File: src/rtl/leitor_campos_bcd.sv
// leitor_campos_bcd: multi-field decimal keypad entry. Collects N_CAMPOS fields
// of up to N_DIGITOS BCD digits, converts each to binary with a one-digit-per-
// cycle Horner pass, then waits for the external classifier and shows its result.
module leitor_campos_bcd #(
    parameter int N_CAMPOS   = 7,
    parameter int N_DIGITOS  = 4,
    parameter int LARG_VALOR = 14,
    parameter int LARG_CAMPO = 3
) (
    input  logic                           clock,
    input  logic                           reset,
    input  logic [9:0]                     IO,
    input  logic                           clear,
    input  logic                           prox,
    input  logic                           apagar,
    input  logic                           resultado_valido,
    input  logic [3:0]                     resultado_in,
    output logic [LARG_CAMPO-1:0]          campo,
    output logic [4*N_DIGITOS-1:0]         digitos,
    output logic [N_CAMPOS*LARG_VALOR-1:0] valores,
    output logic                           ocupado,
    output logic                           pronto,
    output logic [3:0]                     resultado,
    output logic                           erro
);

    localparam int LARG_POS = $clog2(N_DIGITOS + 1);
    localparam int LARG_DIG = 4 * N_DIGITOS;

    typedef enum logic [1:0] {ENTRADA, CONVERTE, AGUARDA, RESULTADO} estado_t;

    estado_t                     estado_q, estado_d;
    logic [LARG_CAMPO-1:0]       campo_q, campo_d;
    logic [LARG_DIG-1:0]         digitos_q, digitos_d;
    logic [N_CAMPOS*LARG_VALOR-1:0] valores_q, valores_d;
    logic [LARG_POS-1:0]         pos_q, pos_d;
    logic [LARG_POS-1:0]         cnt_q, cnt_d;
    logic [LARG_VALOR-1:0]       acc_q, acc_d;
    logic [3:0]                  resultado_q, resultado_d;
    logic                        erro_q, erro_d;
    logic [9:0]                  io_q, io_d;
    logic                        clear_q, clear_d;
    logic                        prox_q, prox_d;
    logic                        apagar_q, apagar_d;

    logic [9:0]                  sobe_io;
    logic                        sobe_clear, sobe_prox, sobe_apagar;
    logic                        limpa;
    logic [3:0]                  digito_tecla;
    logic [3:0]                  digito_conv;
    logic [LARG_VALOR-1:0]       acc_prox;

    assign sobe_io     = IO & ~io_q;
    assign sobe_clear  = clear & ~clear_q;
    assign sobe_prox   = prox & ~prox_q;
    assign sobe_apagar = apagar & ~apagar_q;

    // Full clear: clear edge anywhere, or prox edge while the result is shown.
    assign limpa = sobe_clear | ((estado_q == RESULTADO) & sobe_prox);

    // Decode the pressed key and pick the nibble for the current Horner step.
    always_comb begin
        // NOTE: every combinational output gets a default first so no path
        // leaves it unassigned, which would otherwise infer a latch.
        digito_tecla = '0;
        digito_conv  = '0;
        for (int i = 0; i < 10; i++) begin
            if (sobe_io[i]) digito_tecla = 4'(i);
        end
        // Most significant nibble is consumed first (cnt_q == 0).
        for (int i = 0; i < N_DIGITOS; i++) begin
            if (cnt_q == LARG_POS'(N_DIGITOS - 1 - i)) digito_conv = digitos_q[4*i +: 4];
        end
        acc_prox = acc_q * LARG_VALOR'(10) + LARG_VALOR'(digito_conv);
    end

    // Next-state and datapath update, priority clear > prox > apagar > key.
    always_comb begin
        estado_d    = estado_q;
        campo_d     = campo_q;
        digitos_d   = digitos_q;
        valores_d   = valores_q;
        pos_d       = pos_q;
        cnt_d       = cnt_q;
        acc_d       = acc_q;
        resultado_d = resultado_q;
        erro_d      = erro_q;
        io_d        = IO;
        clear_d     = clear;
        prox_d      = prox;
        apagar_d    = apagar;

        if (limpa) begin
            // Same as reset, including the edge registers; a conversion in
            // flight is dropped without writing its field.
            estado_d    = ENTRADA;
            campo_d     = '0;
            digitos_d   = '0;
            valores_d   = '0;
            pos_d       = '0;
            cnt_d       = '0;
            acc_d       = '0;
            resultado_d = '0;
            erro_d      = 1'b0;
            io_d        = '0;
            clear_d     = 1'b0;
            prox_d      = 1'b0;
            apagar_d    = 1'b0;
        end else begin
            unique case (estado_q)
                ENTRADA: begin
                    if (sobe_prox) begin
                        estado_d = CONVERTE;
                        acc_d    = '0;
                        cnt_d    = '0;
                    end else if (sobe_apagar) begin
                        if (pos_q != '0) begin
                            digitos_d = digitos_q >> 4;
                            pos_d     = pos_q - LARG_POS'(1);
                        end
                    end else if (sobe_io != '0) begin
                        if (($countones(sobe_io) == 1) && (pos_q < LARG_POS'(N_DIGITOS))) begin
                            digitos_d = (digitos_q << 4) | LARG_DIG'(digito_tecla);
                            pos_d     = pos_q + LARG_POS'(1);
                        end else begin
                            erro_d = 1'b1;
                        end
                    end
                end
                CONVERTE: begin
                    acc_d = acc_prox;
                    cnt_d = cnt_q + LARG_POS'(1);
                    if (cnt_q == LARG_POS'(N_DIGITOS - 1)) begin
                        for (int i = 0; i < N_CAMPOS; i++) begin
                            if (campo_q == LARG_CAMPO'(i)) valores_d[i*LARG_VALOR +: LARG_VALOR] = acc_prox;
                        end
                        digitos_d = '0;
                        pos_d     = '0;
                        cnt_d     = '0;
                        if (campo_q < LARG_CAMPO'(N_CAMPOS - 1)) begin
                            campo_d  = campo_q + LARG_CAMPO'(1);
                            estado_d = ENTRADA;
                        end else begin
                            campo_d  = LARG_CAMPO'(N_CAMPOS);
                            estado_d = AGUARDA;
                        end
                    end
                end
                AGUARDA: begin
                    if (resultado_valido) begin
                        resultado_d = resultado_in;
                        estado_d    = RESULTADO;
                    end
                end
                RESULTADO: begin
                    // Only a full clear leaves this state.
                end
                default: estado_d = ENTRADA;
            endcase
        end
    end

    // State and data registers with synchronous active-high reset.
    always_ff @(posedge clock) begin
        // NOTE: sequential state uses non-blocking assignments so every
        // register samples pre-edge values regardless of statement order.
        if (reset) begin
            estado_q    <= ENTRADA;
            campo_q     <= '0;
            digitos_q   <= '0;
            // NOTE: the committed-value bank is plain flops and is visible on
            // the outputs, so it is reset along with everything else.
            valores_q   <= '0;
            pos_q       <= '0;
            cnt_q       <= '0;
            acc_q       <= '0;
            resultado_q <= '0;
            erro_q      <= 1'b0;
            io_q        <= '0;
            clear_q     <= 1'b0;
            prox_q      <= 1'b0;
            apagar_q    <= 1'b0;
        end else begin
            estado_q    <= estado_d;
            campo_q     <= campo_d;
            digitos_q   <= digitos_d;
            valores_q   <= valores_d;
            pos_q       <= pos_d;
            cnt_q       <= cnt_d;
            acc_q       <= acc_d;
            resultado_q <= resultado_d;
            erro_q      <= erro_d;
            io_q        <= io_d;
            clear_q     <= clear_d;
            prox_q      <= prox_d;
            apagar_q    <= apagar_d;
        end
    end

    assign campo     = campo_q;
    assign digitos   = (estado_q == RESULTADO) ? LARG_DIG'(resultado_q) : digitos_q;
    assign valores   = valores_q;
    assign ocupado   = (estado_q == CONVERTE);
    assign pronto    = (estado_q == AGUARDA);
    assign resultado = resultado_q;
    assign erro      = erro_q;

endmodule

File: config.mk
export PLATFORM = sky130hd
export DESIGN_NAME = leitor_campos_bcd
export DESIGN_NICKNAME = d
export VERILOG_FILES = /design/src/rtl/leitor_campos_bcd.sv
export SDC_FILE = /design/constraint.sdc
export NUM_CORES = 1
export LEC_CHECK = 0
export CAP_MARGIN = 10
export CORE_UTILIZATION = 52
export DETAILED_ROUTE_END_ITERATION = 6
export GPL_TIMING_DRIVEN = 0
export HOLD_SLACK_MARGIN = 0.03
export PLACE_DENSITY_LB_ADDON = 0.25
export SLEW_MARGIN = 30
export SYNTH_ARGS = -nofsm -noshare
export SYNTH_HDL_FRONTEND = slang
export SYNTH_SLANG_ARGS = --single-unit
File: constraint.sdc
create_clock -name clock -period 6 [get_ports clock]
set_clock_uncertainty 0.1 [all_clocks]
set_input_delay 0.9 -clock clock [delete_from_list [all_inputs] [get_ports clock]]
set_output_delay 0.9 -clock clock [all_outputs]
set_load 0.03 [all_outputs]
==> impl_metrics.yaml, run 1 <==
die:
  design.core.area_um2: 13300
  rows: 42
  start_util_pct: 53.7
  die_w_um: 119
  design.die.area_um2: 14200
  die_y_um: 119
  ios: 144
drt:
  drtAntennaViolNets: 0
  wl_met1_um: 8480
  route.detailed.drc: 0
  wl_per_cell_um: 16.5
  wl_met3_um: 1390
  dr_wl_met2_um: 8880
  drt-total-wl_um: 19100
  dr_total_vias: 6450
  vias_per_cell: 5.57
  routed.top_layer: "met4"
  dr.first_iter.drc_count: 520
  firstDrtPassIters: 5
clocking:
  tritoncts: "built"
  post-cts-setup-buffer-count: 0
  cts.sinks: 156
  cts_buffers: 17
  clockBufferDepth: 2
  insertion_delay_ns: 0.43
  cts_hold_buf: 0
  clkTransAtPathRegs_ns: 0.06
  root_buffer: "clkbuf_16"
  cts_resized: 0
  h-tree-depth: 4
final_layout:
  fin_cells: 1157
  final_area_um2: 9370
  drive_gt1_share_pct: 5.91
  diodes: 0
  syn_to_final_growth_pct: 31.2
  final_net_count: 1037
synth:
  synth_area_leader_cell: "dfxtp_1"
  synth_most_common_cell: "dfxtp_1"
  yosysUniqueCellTypes: 64
  synth.area.top_cells: "dfxtp_1 44%, a21oi_1 6.9%, ha_1 6.8%"
  ys_warn_count: 0
  ys_ff_latch: 156
  netlist_area_um2: 7140
  synth_common_cells: "156 x dfxtp_1, 102 x nor2_1, 99 x a21oi_1, 71 x nand2_1, 42 x o21ai_0"
  synth_edf_count: 0
  yosysSeqAreaShare_pct: 43.7
  synthCells: 807
  ys.flop_type: "dfxtp_1"
  syn_area_per_cell_um2: 8.85
  async_reset_ff_share_pct: 0
  syn-num-nets: 875
  netlist.area_leader.share_pct: 43.7
critical_path:
  path_max_fanout: 10
  cp_cell_sequence: "clkdlybuf4s50_1, nand2b_1, fa_1, fa_1, fa_1, inv_1, ha_1, inv_1, fa_1, a2111o_1, a211o_1, a41o_1, a211oi_2, o21ai_2, and2_4, buf_6, buf_12, o2bb2ai_1"
  r2r_start: "io_q[3]$_SDFF_PP0_"
  critPathBufInv: 5
  cp_slowest_cell: "fa_1"
  worstPathRequired_ns: 6.19
  max_stage_delay_ns: 0.54
  path_class: "input port to flip-flop"
  cp_top_family: "adder cells"
  crit_path_start_kind: "input port"
  crit_start: "IO[3]"
  rrSetupSlack_ns: 1.31
  cp.arrival_ns: 5.48
  cp_common_cell: "fa_1"
  r2r.worst_path.cells: 17
  crit_path_end_kind: "flip-flop"
  r2r-end: "digitos_q[9]$_SDFFE_PP0P_"
timing:
  min_period_over_period_pct: 88.1
  fmax_mhz: 189
  report.final.slew_viol_count: 0
  hold_viol_final: 0
  min_period_ns: 5.28
  tightest_slew_ns: 0.963
  setup-tns-final_ns: 0
  rsz0062_at_grt: "no"
  fin_hold_ws_ns: 0.357
  setup_viol: 0
  relSlewSlack_pct: 35.3
placement:
  gp_congestion: 0.831
  dpl-instance-area_um2: 8800
  port_buffers: 143
  hpwl_um: 14000
  dp.cells: 1126
power_and_ir_drop:
  p_comb_share_pct: 8.1
  power_frac_seq_pct: 45.8
  ir_worst_vdd_uv: 165
  p_clk_share_pct: 46.1
  cellLeakagePower_nw: 3.40
  p_sw_uw: 583
  p_int_mw: 1.70
  p_per_area_nw_per_um2: 244
  switching_share_pct: 25.5
worst_hold_path:
  min_to: "valores[71]$_SDFFE_PP0P_"
  worstHoldStart: "valores[71]$_SDFFE_PP0P_"
  hold_class: "flip-flop to flip-flop"
  holdPathStages: 2
global_route:
  grt_first_pass_wirelength_um: 30500
  antenna_found_initial: 0
  grt_remaining_overflow: 0
  grt_pass1_vias: 6055
  grt_max_degree: 17
  gr-usage-all-layers_pct: 27.2
outcome:
  status: "completed"
job:
  drv_cap: 0
==> power by group through the flow <==
stage | clock network, mW | registers [mW] | logic, mW
floorplan | 0 | 1.07 | 0.126
global placement | 0 | 1.07 | 0.179
detailed placement | 0 | 1.07 | 0.182
CTS | 1.06 | 1.05 | 0.184
global route | 1.12 | 1.05 | 0.204
finish | 1.05 | 1.05 | 0.185
==> flip-flops by register name (all words and copies together), names as in the netlist, 2 cells and up <==
name and count:
valores 98, digitos_q 16, acc_q 13, io_q 10
resultado 4, campo 3, cnt_q 3, pos_q 3
estado_q 2
==> logic make-up (layout without fill, tap and decap cells) <==
logic type	after synthesis	count (layout)	synth area share, %
xor gates and xnor gates	19	19	2.43
AOI/OAI and AO/OA	236	236	21.1
muxes	8	8	1.26
DFF	156	156	43.7
and+or+nand+nor	272	272	18.2
buffers and inverters	68	242	3.99
adders and majority gates	48	48	9.35
==> worst max path at each step <==
stage / to / slack (ns) / cells after the start
floorplan: pos_q[0]$_SDFFE_PP0P_ / 1.04 / 16
global placement: pos_q[2]$_SDFFE_PP0P_ / 0.32 / 18
detailed placement: pos_q[2]$_SDFFE_PP0P_ / 0.30 / 18
CTS: digitos_q[8]$_SDFFE_PP0P_ / 0.74 / 18
global route: digitos_q[8]$_SDFFE_PP0P_ / 0.51 / 18
finish: digitos_q[9]$_SDFFE_PP0P_ / 0.72 / 18
==> layout make-up <==
type	instances	area [um^2]
flip-flops and latches	156	3120
clock inverters	14	149
clock buffers	17	425
well taps	176	220
multi-input cells	583	3740
plain buffers	45	199
repair buffers	143	1430
inverters	23	86.3
fillers	1032	3930
==> cell usage in the layout (no fill, tap or decap), drive strengths merged, types with 4 or more instances in the layout <==
master and instances:
a22o 6, clkbuf 57, a22oi 12, and2 20
xor2 6, nand3b 6, nand2b 12, a21oi 100
nand3 16, a211oi 37, nor2b 22, buf 5
fa 9, o21ai 43, mux2 5, a21o 4
nor2 102, clkdlybuf4s50 143, nand2 71, inv 33
xnor2 13, ha 39, a2bb2oi 4, o2bb2ai 12
dfxtp 156
==> metrics by stage <==
stage | total power [mW] | setup slack (ns) | util [%]
3_3_place_gp | 1.25 | 0.319 | 66.2
5_1_grt | 2.37 | 0.511 | 70.5
6_report | 2.29 | 0.715 | 70.5
3_5_place_dp | 1.25 | 0.303 | 66.2
4_1_cts | 2.29 | 0.743 | 70.5
2_1_floorplan | 1.20 | 1.04 | -
==> worst reg2reg max path, delay by kind of cell, from the launching register on <==
| kind | cells | cell delay (ns) |
|---|---|---|
| AOI/OAI and AO/OA | 6 | 1.40 |
| adders and majority gates | 5 | 1.98 |
| DFF | 1 | 0.31 |
| and+or+nand+nor | 2 | 0.38 |
| buffers and inverters | 4 | 0.40 |
==> per-layer routing <==
metal,up-vias,track usage [%]
met5,-,0
met4,0,10.7
met3,28,6.94
met2,210,43.9
met1,3070,34.5
li1,3142,-
(Power assumes the default switching activity.)
==> run 2: changes to the inputs <==
--- a/config.mk
+++ b/config.mk
@@ -11,6 +11,7 @@
 export GPL_TIMING_DRIVEN = 0
 export HOLD_SLACK_MARGIN = 0.03
 export PLACE_DENSITY_LB_ADDON = 0.25
+export REMOVE_ABC_BUFFERS = 1
 export SLEW_MARGIN = 30
 export SYNTH_ARGS = -nofsm -noshare
 export SYNTH_HDL_FRONTEND = slang
==> run 2 against run 1 <==
Register-to-register slack got worse by 0.11 ns. Combinational power decreased by 4%. Non-clock buffer count fell by 42. Via count down 6.1%. Clock power hardly changed. First-iteration DRC count fell by 30%. Hold slack worse by 0.0022 ns. Cell count decreased by 3.5%. Sequential power about the same. Fmax fell by 2.7%. Sequential share of layout area grew 0.39 points. Critical path type unchanged. Critical endpoint is now digitos_q[14]$_SDFFE_PP0P_. Largest power group is now the clock network. Highest routed layer unchanged.
==> impl_metrics.yaml, run 2 (synthesis results as in run 1) <==
outcome:
  status: "completed"
global_route:
  grt_remaining_overflow: 0
  met2_usage_pct: 40.4
  grt_max_degree: 66
  antenna_found_initial: 0
  grt_first_pass_wirelength_um: 28700
  use_met1_pct: 32.4
  gr-usage-all-layers_pct: 25.4
  met3_usage_pct: 8.96
  top_usage_layer: "met2"
  grt_pass1_vias: 5735
worst_hold_path:
  min_to: "valores[31]$_SDFFE_PP0P_"
  holdPathStages: 2
  worstHoldStart: "valores[31]$_SDFFE_PP0P_"
  hold_class: "flip-flop to flip-flop"
drt:
  dr.first_iter.drc_count: 362
  route.detailed.drc: 0
  drt-total-wl_um: 17500
  dr_total_vias: 6058
  drtAntennaViolNets: 0
  wl_per_cell_um: 15.7
  vias_per_cell: 5.43
  firstDrtPassIters: 6
timing:
  min_period_over_period_pct: 90.5
  fmax_mhz: 184
  fin_hold_ws_ns: 0.355
  timing.final.ws_setup_ns: 0.568
  report.final.slew_viol_count: 0
  setup-tns-final_ns: 0
  rsz0062_at_grt: "no"
  setup_viol: 0
  min_period_ns: 5.43
  hold_viol_final: 0
  relSlewSlack_pct: 37.6
  tightest_slew_ns: 0.929
power_and_ir_drop:
  p_comb_share_pct: 7.8
  p_int_mw: 1.70
  p_sw_uw: 586
  power_frac_seq_pct: 45.8
  cellLeakagePower_nw: 3.35
  switching_share_pct: 25.7
  p_per_area_nw_per_um2: 247
  ir_worst_vdd_uv: 311
  total_power_mw: 2.29
  p_clk_share_pct: 46.4
clocking:
  cts.sinks: 156
  root_buffer: "clkbuf_16"
  tritoncts: "built"
  insertion_delay_ns: 0.43
  clkTransAtPathRegs_ns: 0.07
  clockBufferDepth: 2
  cts_buffers: 17
  h-tree-depth: 4
die:
  ios: 144
  die_y_um: 119
  design.core.area_um2: 13300
  start_util_pct: 53.7
  die_w_um: 119
  design.die.area_um2: 14200
  rows: 42
critical_path:
  rrSetupSlack_ns: 1.20
  path_class: "input port to flip-flop"
  r2r.worst_path.cells: 14
  cp.arrival_ns: 5.70
  crit_path_start_kind: "input port"
  cp_cell_sequence: "clkdlybuf4s50_1, nand2b_1, fa_1, fa_1, fa_1, inv_1, ha_1, inv_1, fa_1, a2111o_1, a211o_1, a41o_1, nor2_2, nor4b_2, a22o_1"
  cp_slowest_cell: "fa_1"
  crit_path_end_kind: "flip-flop"
  r2r-end: "digitos_q[14]$_SDFFE_PP0P_"
  r2r_start: "io_q[3]$_SDFF_PP0_"
  max_stage_delay_ns: 0.54
  path_max_fanout: 13
  cp_common_cell: "fa_1"
  worstPathRequired_ns: 6.27
final_layout:
  finish.utilization_pct: 69.7
  final_area_um2: 9260
  largest_reg_flops: 98
  syn_to_final_growth_pct: 29.6
  fin_cells: 1116
  diodes: 0
  drive_gt1_share_pct: 6.49
  layout_commonest_cell: "dfxtp_1"
  layout_common_cells: "156 x dfxtp_1, 143 x clkdlybuf4s50_1, 101 x nor2_1"
  final_net_count: 995
job:
  drv_cap: 0
placement:
  pre_cts_ws_ns: -0.0819
  gp_congestion: 0.817
  dpl-instance-area_um2: 8680
  port_buffers: 143
  dp.cells: 1084
  hpwl_um: 11900
-- run 2: critical path: cells and delay by family --
family          cells  cell delay [ns]
compound gates      4             1.13
fa+ha+maj           5             2.01
buf+inv             3             0.65
simple gates        3             1.03
-- run 2: worst max path at each step --
stage          start                         end  slack [ns]  cells past startpoint
3_3_place_gp    prox       pos_q[0]$_SDFFE_PP0P_       -0.23                      5
3_5_place_dp   IO[3]  digitos_q[14]$_SDFFE_PP0P_       -0.08                     15
6_report       IO[3]  digitos_q[14]$_SDFFE_PP0P_        0.57                     15
4_1_cts        IO[3]  digitos_q[13]$_SDFFE_PP0P_        0.30                     15
2_1_floorplan  IO[3]  digitos_q[12]$_SDFFE_PP0P_        0.95                     14
5_1_grt        IO[3]  digitos_q[14]$_SDFFE_PP0P_        0.24                     15
-- run 2: layer usage --
| metal | share of wire [%] | vias up |
|---|---|---|
| met2 | 46 | 141 |
| met1 | 46 | 2839 |
| met4 | 1.2 | 0 |
| met3 | 7.1 | 18 |
| li1 | - | 3060 |
| met5 | 0 | - |
-- run 2: area by class of cell --
type                    count  area, um^2
well taps                 176         220
flip-flops and latches    156        3120
fillers                  1070        4030
clock inverters            15         155
repair buffers            146        1480
inverters                  23        86.3
multi-input cells         583        3770
clock buffers              17         425
-- run 2: timing repair --
| action | 4_1_cts | 5_1_grt |
|---|---|---|
| gates resized for setup | 0 | 1 |
| hold buffers | 0 | 0 |
| setup endpoints to repair | 0 | 4 |
| setup buffers | 0 | 0 |
-- run 2: power groups by stage --
stage          logic (mW)  clock network [mW]  registers (mW)
2_1_floorplan       0.115                   0            1.07
3_3_place_gp        0.164                   0            1.07
3_5_place_dp        0.176                   0            1.07
4_1_cts             0.178                1.07            1.05
5_1_grt             0.199                1.12            1.05
6_report            0.178                1.06            1.05
==> run 3: changes to the inputs <==
--- a/config.mk
+++ b/config.mk
@@ -12,6 +12,7 @@
 export HOLD_SLACK_MARGIN = 0.03
 export PLACE_DENSITY_LB_ADDON = 0.25
 export REMOVE_ABC_BUFFERS = 1
+export SKIP_LAST_GASP = 1
 export SLEW_MARGIN = 30
 export SYNTH_ARGS = -nofsm -noshare
 export SYNTH_HDL_FRONTEND = slang
==> results of run 3 <==
The final DEF is identical to that of run 2; final timing and power are the same.
